$ cat src/rtl/ext_mem_bridge.sv
// ext_mem_bridge: connects a Koika external-function port to a valid/ready
// memory model. Requests and responses are buffered in small circular FIFOs,
// the number of requests the Koika side has issued but not yet collected is
// bounded, the model's finish indication is latched, and Koika-side protocol
// violations raise a sticky error flag.

// Circular FIFO with show-ahead head. Pointers carry one extra wrap bit so
// full and empty fall out of a straight pointer compare.
module ext_mem_bridge_fifo #(
  parameter int W     = 8,
  parameter int DEPTH = 2
) (
  input  logic         clk,
  input  logic         rst,
  input  logic         push,
  input  logic [W-1:0] push_data,
  input  logic         pop,
  output logic         full,
  output logic         empty,
  output logic [W-1:0] head
);

  localparam int AW = $clog2(DEPTH);
  localparam int PW = AW + 1;

  logic [W-1:0]  mem [DEPTH];
  logic [PW-1:0] wr_ptr;
  logic [PW-1:0] rd_ptr;
  logic          push_ok;
  logic          pop_ok;

  assign empty = (wr_ptr == rd_ptr);
  assign full  = (wr_ptr[AW] != rd_ptr[AW]) &&
                 (wr_ptr[AW-1:0] == rd_ptr[AW-1:0]);

  // A full FIFO refuses a push even if it pops in the same cycle, and a pop
  // on an empty FIFO is ignored, so push+pop on empty only pushes.
  assign push_ok = push && !full;
  assign pop_ok  = pop && !empty;

  // Head reads as zero while empty so stale storage never leaks out,
  // including entries left behind by a reset.
  assign head = empty ? '0 : mem[rd_ptr[AW-1:0]];

  // Pointer update; reset empties the FIFO without touching storage.
  always_ff @(posedge clk or posedge rst) begin
    if (rst) begin
      wr_ptr <= '0;
      rd_ptr <= '0;
    end else begin
      if (push_ok) wr_ptr <= wr_ptr + PW'(1);
      if (pop_ok)  rd_ptr <= rd_ptr + PW'(1);
    end
  end

  // Storage write at the tail.
  always_ff @(posedge clk) begin
    if (push_ok) mem[wr_ptr[AW-1:0]] <= push_data;
  end

endmodule

// Top-level bridge.
module ext_mem_bridge #(
  parameter int REQ_W     = 70,
  parameter int RESP_W    = 52,
  parameter int DEPTH     = 2,
  parameter int MAX_OUTST = 2
) (
  input  logic              CLK,
  input  logic              RST,
  input  logic [REQ_W+1:0]  arg,
  output logic [RESP_W+1:0] out,
  output logic              finish,
  output logic              err,
  output logic              mem_req_valid,
  input  logic              mem_req_ready,
  output logic [REQ_W-1:0]  mem_req_data,
  input  logic              mem_resp_valid,
  output logic              mem_resp_ready,
  input  logic [RESP_W-1:0] mem_resp_data,
  input  logic              mem_finish
);

  localparam int OW = $clog2(MAX_OUTST + 1);
  localparam logic [OW-1:0] OUTST_LIMIT = OW'(MAX_OUTST);

  logic              get_valid;
  logic              put_valid;
  logic [REQ_W-1:0]  put_request;
  logic              get_ready;
  logic              put_ready;
  logic [RESP_W-1:0] get_response;

  logic              req_full;
  logic              req_empty;
  logic              resp_full;
  logic              resp_empty;

  logic              put_acc;
  logic              get_acc;
  logic              err_set;
  logic [OW-1:0]     outst;
  logic [OW-1:0]     outst_next;

  // Koika packs {get_valid, put_valid, put_request}.
  assign get_valid   = arg[REQ_W+1];
  assign put_valid   = arg[REQ_W];
  assign put_request = arg[REQ_W-1:0];

  // All ready terms come from registered state only.
  assign put_ready      = !req_full && (outst < OUTST_LIMIT);
  assign get_ready      = !resp_empty;
  assign mem_req_valid  = !req_empty;
  assign mem_resp_ready = !resp_full;

  assign put_acc = put_valid && put_ready;
  assign get_acc = get_valid && get_ready;

  assign out = {get_ready, put_ready, get_response};

  ext_mem_bridge_fifo #(
    .W     (REQ_W),
    .DEPTH (DEPTH)
  ) u_req_fifo (
    .clk       (CLK),
    .rst       (RST),
    .push      (put_acc),
    .push_data (put_request),
    .pop       (mem_req_ready),
    .full      (req_full),
    .empty     (req_empty),
    .head      (mem_req_data)
  );

  ext_mem_bridge_fifo #(
    .W     (RESP_W),
    .DEPTH (DEPTH)
  ) u_resp_fifo (
    .clk       (CLK),
    .rst       (RST),
    .push      (mem_resp_valid),
    .push_data (mem_resp_data),
    .pop       (get_valid),
    .full      (resp_full),
    .empty     (resp_empty),
    .head      (get_response)
  );

  // Outstanding count and error detection. put_ready already caps the count
  // at MAX_OUTST, and a get with nothing outstanding (unsolicited response)
  // is flagged rather than allowed to underflow.
  always_comb begin
    outst_next = outst;
    if (put_acc && !get_acc) begin
      outst_next = outst + OW'(1);
    end else if (!put_acc && get_acc && (outst != '0)) begin
      outst_next = outst - OW'(1);
    end
    err_set = (get_valid && !get_ready) ||
              (put_valid && !put_ready) ||
              (get_acc && (outst == '0));
  end

  // Outstanding counter register.
  always_ff @(posedge CLK or posedge RST) begin
    if (RST) outst <= '0;
    else     outst <= outst_next;
  end

  // Sticky error and finish flags; only reset clears them.
  always_ff @(posedge CLK or posedge RST) begin
    if (RST) begin
      err    <= 1'b0;
      finish <= 1'b0;
    end else begin
      if (err_set)    err    <= 1'b1;
      if (mem_finish) finish <= 1'b1;
    end
  end

endmodule

$ cat config.mk
export PLATFORM = sky130hd
export DESIGN_NAME = ext_mem_bridge
export DESIGN_NICKNAME = d
export VERILOG_FILES = /design/src/rtl/ext_mem_bridge.sv
export SDC_FILE = /design/constraint.sdc
export NUM_CORES = 1
export LEC_CHECK = 0
export CORE_MARGIN = 4
export CORE_UTILIZATION = 30
export DETAILED_ROUTE_END_ITERATION = 6
export HOLD_SLACK_MARGIN = 0.12
export PLACE_DENSITY_LB_ADDON = 0.12
export SYNTH_ARGS = -nofsm -noshare
export SYNTH_HDL_FRONTEND = slang
export SYNTH_SLANG_ARGS = --single-unit
$ cat constraint.sdc
create_clock -name CLK -period 4.5 [get_ports CLK]
set_clock_uncertainty 0.2 [all_clocks]
set_input_delay 1.125 -clock CLK [delete_from_list [all_inputs] [get_ports CLK]]
set_output_delay 1.125 -clock CLK [all_outputs]
set_load 0.01 [all_outputs]
==> flow_summary.toml, run 1 <==
[setup_path]
startpoint_type = "register"
end_kind = "output port"
cp.required_ns = 3.17
crit_fanout = 53
path_class = "reg2out"
cp_data_arrival_time_ns = 2.88

[sta]
min_period_ns = 4.21
setup_viol = 0
worst_pin_slew_ns = 1.20
finalHoldViolCount = 0
timing.fmax_mhz = 238
slew_headroom = 0.201
period_share = 0.935
setup_tns_ns = 0
grt_setup_unrepaired = "false"
setup_ws_ns = 0.291
maxSlewViolCount = 0

[yosys]
synth.area.top_cells = "edfxtp_1, mux2i_1, nor2_1, dfrtp_1, buf_2"
async_reset_ff_frac = 0.0469
synth_seq_area_share = 0.783
yosys.area.top_type = "edfxtp_1"
synth_area_per_cell_um2 = 17.1
synthesis.nets = 700
synth_warnings = 0
syn-cell-area_um2 = 9740
syn_inst = 571
synth-edff-count = 244
synth_top_area_frac = 0.752
synth.distinct_cells = 24
synth-seq-cells = 256
synth-main-ff-cell = "edfxtp_1"
yosysMostFrequentCell = "edfxtp_1"
synth_commonest_cells = "edfxtp_1, nor2_1, mux2i_1, buf_2, dfrtp_1"

[pwr]
sequentialPowerShare = 0.326
leakage_nw = 4.96
powerDensity_nw_per_um2 = 798
swShare = 0.338
power_frac_comb = 0.473
ir_drop_uv = 438
net-switching-power_mw = 3.71
clock_power_share = 0.200
p_int_mw = 7.25

[global_route]
grt_pass1_vias = 6094
track_usage = 0.119
grt_first_pass_wirelength_um = 33900
grt-ovfl-total = 0
grt_max_degree = 74
antenna_found_initial = 1

[floorplanning]
fp.dieH_um = 188
core_um2 = 31800
io_pins = 257
start_util = 0.306
dieWidth_um = 188
fp.dieArea_um2 = 35400
rows = 65

[clocking]
post_cts_buffers = 0
cts.sinks = 256
cts-hold-fix-buffers = 0
cts_resized = 0
path_clk_slew_ns = 0.06
cts_tree = "yes"
clock-root-buffer = "clkbuf_16"
htreeDepth = 1
numCtsBuffers = 29
clkLatencyLatePin_ns = 0.53
clockBufferDepth = 3

[placed_design]
place_congestion = 0.706
hpwl_um = 14700
dp_worst_setup_slack_ns = 0.799
post_dp_cell_area_um2 = 12800
io_buffers = 256

[cells_and_area]
syn2layout_area_growth_pct = 41.1
diodes = 0
fillCellCount = 2882
layout-drive-gt1-share = 0.0698
postLayoutCellArea_um2 = 13700
nNetsFinal = 965
fin_util = 0.432

[route]
top_layer = "met5"
post-route-drc-count = 0
ant_nets = 0
drt-pass1-iter-count = 5
dr_total_vias = 5536
vias_per_cell = 4.28
wire_per_inst_um = 17.0
wirelength_um = 22100
wl_met1_um = 9610
wl_met2_um = 10100
route.met3.wl_um = 1980
drt_iter0_markers = 222

[status]
status = "finished clean"

[min_path]
hold_path_class = "reg2reg"

[job]
drv_cap = 0
==> critical path, cell delays in order, from the launching register on <==
cell	delay (ns)
dfrtp_1	0.47
xor2_1	0.23
nor2_4	0.91
nor2_1	0.15
clkdlybuf4s50_1	0.57
==> path summary, 6_finish.rpt <==
kind                            depth (start not counted)  slack, ns             startpoint                     end
worst max-delay path                                    4       0.29  u_resp_fifo.wr_ptr[0]                 out[40]
worst min-delay path                                    1       0.27                 finish                  finish
worst max register to register                          5       1.47  u_resp_fifo.rd_ptr[0]  u_resp_fifo.mem[1][30]
worst min register to register                          1       0.27                 finish                  finish
max in group asynchronous                               2       3.01                    RST   u_resp_fifo.rd_ptr[0]
min in group asynchronous                               2       0.73                    RST    u_req_fifo.rd_ptr[0]
==> sequential cells by signal, indices dropped and copies added (netlist names) <==
name,flops
err,1
finish,1
outst,2
u_req_fifo.mem,140
u_req_fifo.rd_ptr,2
u_req_fifo.wr_ptr,2
u_resp_fifo.mem,104
u_resp_fifo.rd_ptr,2
u_resp_fifo.wr_ptr,2
==> metal layers <==
metal  vias to the layer above  track usage
met5                         -            0
met3                        34       0.0443
met1                      2661        0.156
met2                       199        0.191
li1                       2640            -
met4                         2       0.0234
==> power by group through the flow <==
| stage | combinational (mW) | clock (mW) | sequential [mW] |
|---|---|---|---|
| 2_1_floorplan | 2.52 | 0 | 3.60 |
| 3_3_place_gp | 5.26 | 0 | 3.60 |
| 3_5_place_dp | 5.27 | 0 | 3.63 |
| 4_1_cts | 5.30 | 2.27 | 3.59 |
| 5_1_grt | 5.59 | 2.39 | 3.64 |
| 6_report | 5.19 | 2.20 | 3.58 |
==> final cells by class <==
type / count / area (µm²) / share of cell area
Timing Repair Buffer: 262 / 2650 / 0.193
Clock buffer: 45 / 836 / 0.0608
Inverter: 5 / 18.8 / 0.00137
Multi-Input combinational cell: 282 / 1980 / 0.144
Tap cell: 435 / 544 / 0.0396
Clock inverter: 9 / 75.1 / 0.00546
Sequential cell: 256 / 7630 / 0.556
==> cell usage in the layout, fill, tap and decap left out <==
cell type	Yosys	layout
clkbuf_1	5	11
clkdlybuf4s50_1	0	256
nor2_4	0	4
nor2_1	125	122
nand3_1	2	2
nor2b_1	1	1
bufinv_16	0	1
xnor2_1	10	10
clkbuf_8	0	5
dfrtp_1	12	10
dfrtp_4	0	2
and3_2	0	1
clkinvlp_4	0	1
and3_4	0	1
edfxtp_1	244	244
nand2_1	3	3
buf_12	0	3
inv_1	4	4
inv_2	1	1
xor2_1	6	6
a211o_1	1	1
o21ai_1	2	2
clkbuf_16	0	29
a21oi_2	1	1
or2_2	1	1
o21ai_0	1	1
mux2i_1	122	122
o211ai_2	1	1
o22a_1	2	2
buf_4	3	3
clkinv_1	0	1
inv_6	0	1
a21oi_1	1	1
clkinv_2	0	5
==> cell families after synthesis <==
family	after synthesis	synth area share
AO/OA/AOI/OAI	9	0.00694
buffers and inverters	33	0.0164
AND/OR/NAND/NOR	135	0.0536
multiplexers	122	0.125
XOR/XNOR	16	0.0144
flip-flops	256	0.783
==> through the flow <==
stage | std cells | hold WS (ns) | power, mW
after floorplan | 571 | 0.261 | 6.12
after global placement | 1240 | 0.260 | 8.86
after detailed placement | 1240 | 0.260 | 8.90
after CTS | 1294 | 0.273 | 11.2
after global routing | 1294 | 0.305 | 11.6
final | 1294 | 0.266 | 11.0
(Power assumes the default switching activity.)
==> run 2, diff against run 1 <==
clock period = 3.4 ns   (was 4.5 ns; I/O delays follow)
==> flow_summary.toml, run 2 (synthesis results as in run 1) <==
[clocking]
numCtsBuffers = 28
cts_tree = "yes"
clockBufferDepth = 3
clock-root-buffer = "clkbuf_16"
path_clk_slew_ns = 0.06
htreeDepth = 1
clkLatencyLatePin_ns = 0.54
cts.sinks = 256

[cells_and_area]
layout_common_cells = "edfxtp_1, clkdlybuf4s50_1, mux2i_1"
syn2layout_area_growth_pct = 45.0
largest_reg_flops = 140
fin_util = 0.444
multi_input_area_um2 = 2110
nNetsFinal = 997
postLayoutCellArea_um2 = 14100
area.sequential_um2 = 7640
layout_commonest_cell = "edfxtp_1"
fillCellCount = 2873
layout-drive-gt1-share = 0.115

[setup_path]
crit_start = "u_req_fifo.wr_ptr[1]"
path_cells = "xor2_2 > nor2_4 > buf_16 > nor2_1 > clkdlybuf4s50_1"
r2r_start = "u_req_fifo.rd_ptr[0]"
critPathMaxStageDelay_ns = 0.56
cp_data_arrival_time_ns = 2.29
crit_fanout = 18
end_kind = "output port"
path_class = "reg2out"
startpoint_type = "register"
slowest_stage = "clkdlybuf4s50_1"
cp.required_ns = 2.35

[sta]
slew_headroom = 0.637
setup_viol = 0
timing.fmax_mhz = 300
min_period_ns = 3.34
finalHoldViolCount = 0
period_share = 0.981
holdWs_ns = 0.265
grt_setup_unrepaired = "true"
maxSlewViolCount = 0
worst_pin_slew_ns = 0.544

[floorplanning]
core_um2 = 31800
io_pins = 257
rows = 65
fp.dieArea_um2 = 35400
fp.dieH_um = 188
dieWidth_um = 188
start_util = 0.306

[global_route]
antenna_found_initial = 3
grt_pass1_vias = 6307
grt_first_pass_wirelength_um = 36900
track_usage = 0.133
grt-ovfl-total = 0
grt_max_degree = 63

[route]
dr_total_vias = 5743
vias_per_cell = 4.33
ant_nets = 0
drt-pass1-iter-count = 4
wirelength_um = 24700
drt_iter0_markers = 193
wire_per_inst_um = 18.6
post-route-drc-count = 0

[placed_design]
io_buffers = 256
hpwl_um = 15100
place_congestion = 0.716
post_dp_cell_area_um2 = 12900

[pwr]
leakage_nw = 5.43
power_mw = 15.0
ir_drop_uv = 423
powerDensity_nw_per_um2 = 1060

[status]
status = "finished clean"

[min_path]
hp-start = "err"
hold_path_class = "reg2reg"

[job]
drv_cap = 0
run 2: path summary, 6_finish.rpt:
| path | end | slack [ns] | cells past startpoint |
|---|---|---|---|
| max in group asynchronous | u_resp_fifo.rd_ptr[0] | 2.10 | 2 |
| worst min register to register | err | 0.27 | 1 |
| worst min-delay path | err | 0.27 | 1 |
| worst max register to register | u_req_fifo.mem[1][8] | 1.00 | 5 |
| worst max-delay path | mem_req_data[35] | 0.06 | 5 |
| min in group asynchronous | u_req_fifo.wr_ptr[1] | 0.46 | 2 |
run 2: worst max-delay path: cells and delay by family, from the launching register on:
kind                      cells  cell delay (ns)
buffers and inverters         2             0.74
DFF                           1             0.44
xor gates and xnor gates      1             0.29
and+or+nand+nor               2             0.26
run 2: final cells by class:
cell class | count | area share
Sequential cell | 256 | 0.541
Timing Repair Buffer | 292 | 0.210
Multi-Input combinational cell | 285 | 0.150
Clock buffer | 37 | 0.0520
Tap cell | 435 | 0.0385
Clock inverter | 15 | 0.00718
Inverter | 5 | 0.00133
Antenna cell | 1 | 0.000177
run 2: power breakdown:
| group | total [mW] | internal [mW] | switching (mW) |
|---|---|---|---|
| clock network | 2.75 | 1.59 | 1.16 |
| logic | 7.49 | 3.50 | 3.99 |
| registers | 4.75 | 4.49 | 0.266 |
run 2: stage by stage:
step	setup TNS (ns)	setup slack [ns]	instances
final	0	0.0647	1326
after global routing	-0.0786	-0.0267	1325
after CTS	-0.358	-0.0756	1320
after detailed placement	-0.350	-0.0849	1247
after global placement	0	0.00435	1247
after floorplan	0	0.192	571
run 2: per-layer routing:
metal	vias to the layer above	track usage	share of wire	routed length [µm]
li1	2706	-	-	-
met1	2788	0.173	0.43	10600
met2	211	0.220	0.47	11500
met3	34	0.0460	0.083	2040
met4	4	0.0226	0.017	408
met5	-	0	0.0011	27
run 2: what timing repair did:
action | CTS | global route
hold buffers | 0 | 0
endpoints found under the setup margin | 126 | 21
gates resized for setup | 122 | 9
gates cloned | 7 | 0
buffers inserted | 14 | 5
pin swaps | 5 | 4
==> run 3, diff against run 2 <==
CORE_MARGIN = 2   (was 4)
GPL_TIMING_DRIVEN = 0   (was not set)
SYNTH_HIERARCHICAL = 1   (was not set)
==> flow_summary.toml, run 3 <==
[status]
status = "finished clean"

[clocking]
clockBufferDepth = 3
path_clk_slew_ns = 0.06
cts-hold-fix-buffers = 0
htreeDepth = 1
cts_tree = "yes"
cts.sinks = 256
clkLatencyLatePin_ns = 0.52
numCtsBuffers = 29
clock-root-buffer = "clkbuf_16"

[setup_path]
slowest_stage = "clkdlybuf4s50_1"
critical-path-top-delay-family = "buffers and inverters"
path_cells = "buf_4 > xor2_2 > nor2_4 > buf_6 > nor2_1 > clkdlybuf4s50_1"
critPathMaxStageDelay_ns = 0.56
end_kind = "output port"
critical_path_buf_inv_count = 3
startpoint_type = "register"
path_class = "reg2out"
crit_fanout = 10
cp.required_ns = 2.35
cp_data_arrival_time_ns = 2.24

[placed_design]
place_inst = 1299
place_congestion = 0.697
hpwl_um = 15200
io_buffers = 256

[global_route]
grt_util_met2 = 0.207
track_usage = 0.127
met3_usage = 0.0544
busiest_layer = "met2"
grt_pass1_vias = 6202
grt-ovfl-total = 0
use_met1 = 0.156
antenna_found_initial = 1
grt_max_degree = 53
grt_first_pass_wirelength_um = 34600

[sta]
slew_headroom = 0.399
setup_tns_ns = 0
finalHoldViolCount = 0
setup_viol = 0
period_share = 0.967
min_period_ns = 3.29
worst_pin_slew_ns = 0.899
maxSlewViolCount = 0
timing.fmax_mhz = 304

[cells_and_area]
fin_cells = 1358
largest_reg_flops = 140
layout_commonest_cell = "edfxtp_1"
nNetsFinal = 1022
layout_common_cells = "edfxtp_1, clkdlybuf4s50_1, mux2i_1"
syn2layout_area_growth_pct = 44.3
layout-drive-gt1-share = 0.119

[pwr]
clock_power_share = 0.198
ir_drop_uv = 417
power_frac_comb = 0.489
powerDensity_nw_per_um2 = 1040
sequentialPowerShare = 0.314
leakage_nw = 5.98
p_int_mw = 9.86
net-switching-power_mw = 5.12
swShare = 0.342

[yosys]
synth-edff-count = 244
synth.distinct_cells = 28
synthesis.nets = 725
synth_commonest_cells = "edfxtp_1, mux2i_1, nor2_1"
yosysMostFrequentCell = "edfxtp_1"
synth_warnings = 6
syn_inst = 596
async_reset_ff_frac = 0.0469
synth-seq-cells = 256
synth_seq_area_share = 0.762
yosys.area.top_type = "edfxtp_1"
synth-main-ff-cell = "edfxtp_1"
synth_top_area_frac = 0.732
syn-cell-area_um2 = 10000
synth.area.top_cells = "edfxtp_1, mux2i_1, nor2_1, dfrtp_1, buf_6"
synth_area_per_cell_um2 = 16.8

[route]
ant_nets = 0
vias_per_cell = 4.29
post-route-drc-count = 0
drt_iter0_markers = 153
wirelength_um = 22400
dr_total_vias = 5820
drt-pass1-iter-count = 4
wire_per_inst_um = 16.5

[floorplanning]
io_pins = 257
dieWidth_um = 187
fp.dieArea_um2 = 34900
fp.dieH_um = 187
rows = 66
core_um2 = 32700
start_util = 0.306

[job]
drv_cap = 0

[min_path]
hold_path_class = "reg2reg"
## run 3: power by group through the flow
stage | sequential, mW | combinational (mW) | clock, mW
final | 4.70 | 7.32 | 2.96
after detailed placement | 4.73 | 7.63 | 0
after floorplan | 4.72 | 3.72 | 0
after global placement | 4.79 | 7.54 | 0
after CTS | 4.71 | 7.69 | 3.09
after global routing | 4.77 | 7.95 | 3.22
## run 3: per-stage QoR
stage	hold slack (ns)	utilization	power (mW)	cell area, µm²	setup slack, ns
2_1_floorplan	0.308	-	8.44	10000	0.0765
3_3_place_gp	0.252	0.402	12.3	13100	-1.53
3_5_place_dp	0.260	0.406	12.4	13300	-0.178
4_1_cts	0.274	0.437	15.5	14300	0.000426
5_1_grt	0.286	0.442	15.9	14500	-0.000254
6_report	0.268	0.442	15.0	14500	0.112
## run 3: worst paths after layout
| path | startpoint | end | slack, ns | cells after the start |
|---|---|---|---|---|
| setup / recovery | u_resp_fifo/rd_ptr[0] | out[7] | 0.11 | 6 |
| hold / removal | finish | finish | 0.27 | 1 |
| setup reg to reg | u_req_fifo/wr_ptr[1] | u_req_fifo/mem[1][5] | 0.32 | 7 |
| hold reg to reg | finish | finish | 0.27 | 1 |
| max in group asynchronous | RST | outst[0] | 2.39 | 2 |
| min in group asynchronous | RST | u_resp_fifo/rd_ptr[0] | 0.41 | 2 |
## run 3: kinds of logic after synthesis
| kind of cell | Yosys count | share of synthesized area |
|---|---|---|
| AO/OA/AOI/OAI | 17 | 0.0107 |
| XOR/XNOR | 7 | 0.00612 |
| buffers and inverters | 38 | 0.0275 |
| flip-flops | 256 | 0.762 |
| multiplexers | 129 | 0.129 |
| AND/OR/NAND/NOR | 149 | 0.0647 |
## run 3: layout make-up
cell class	count	area (µm²)
clock buffer	44	792
buffer	30	287
clock inverter	9	119
antenna	1	2.50
tap	442	553
fill	3046	18200
multi-input combinational	302	2220
timing repair buffer	266	2820
sequential	256	7630
inverter	8	30.0
## run 3: repair_timing
action,CTS,global route
setup endpoints to repair,122,62
pin swaps,5,1
endpoints found under the hold margin,0,0
setup buffers,5,0
gates resized for setup,50,58
## run 3: routing by layer
metal  part of all wire  vias to the layer above
met5            0.00053                        -
met4              0.017                        2
met3               0.10                       31
met2               0.47                      191
met1               0.41                     2813
li1                   -                     2783
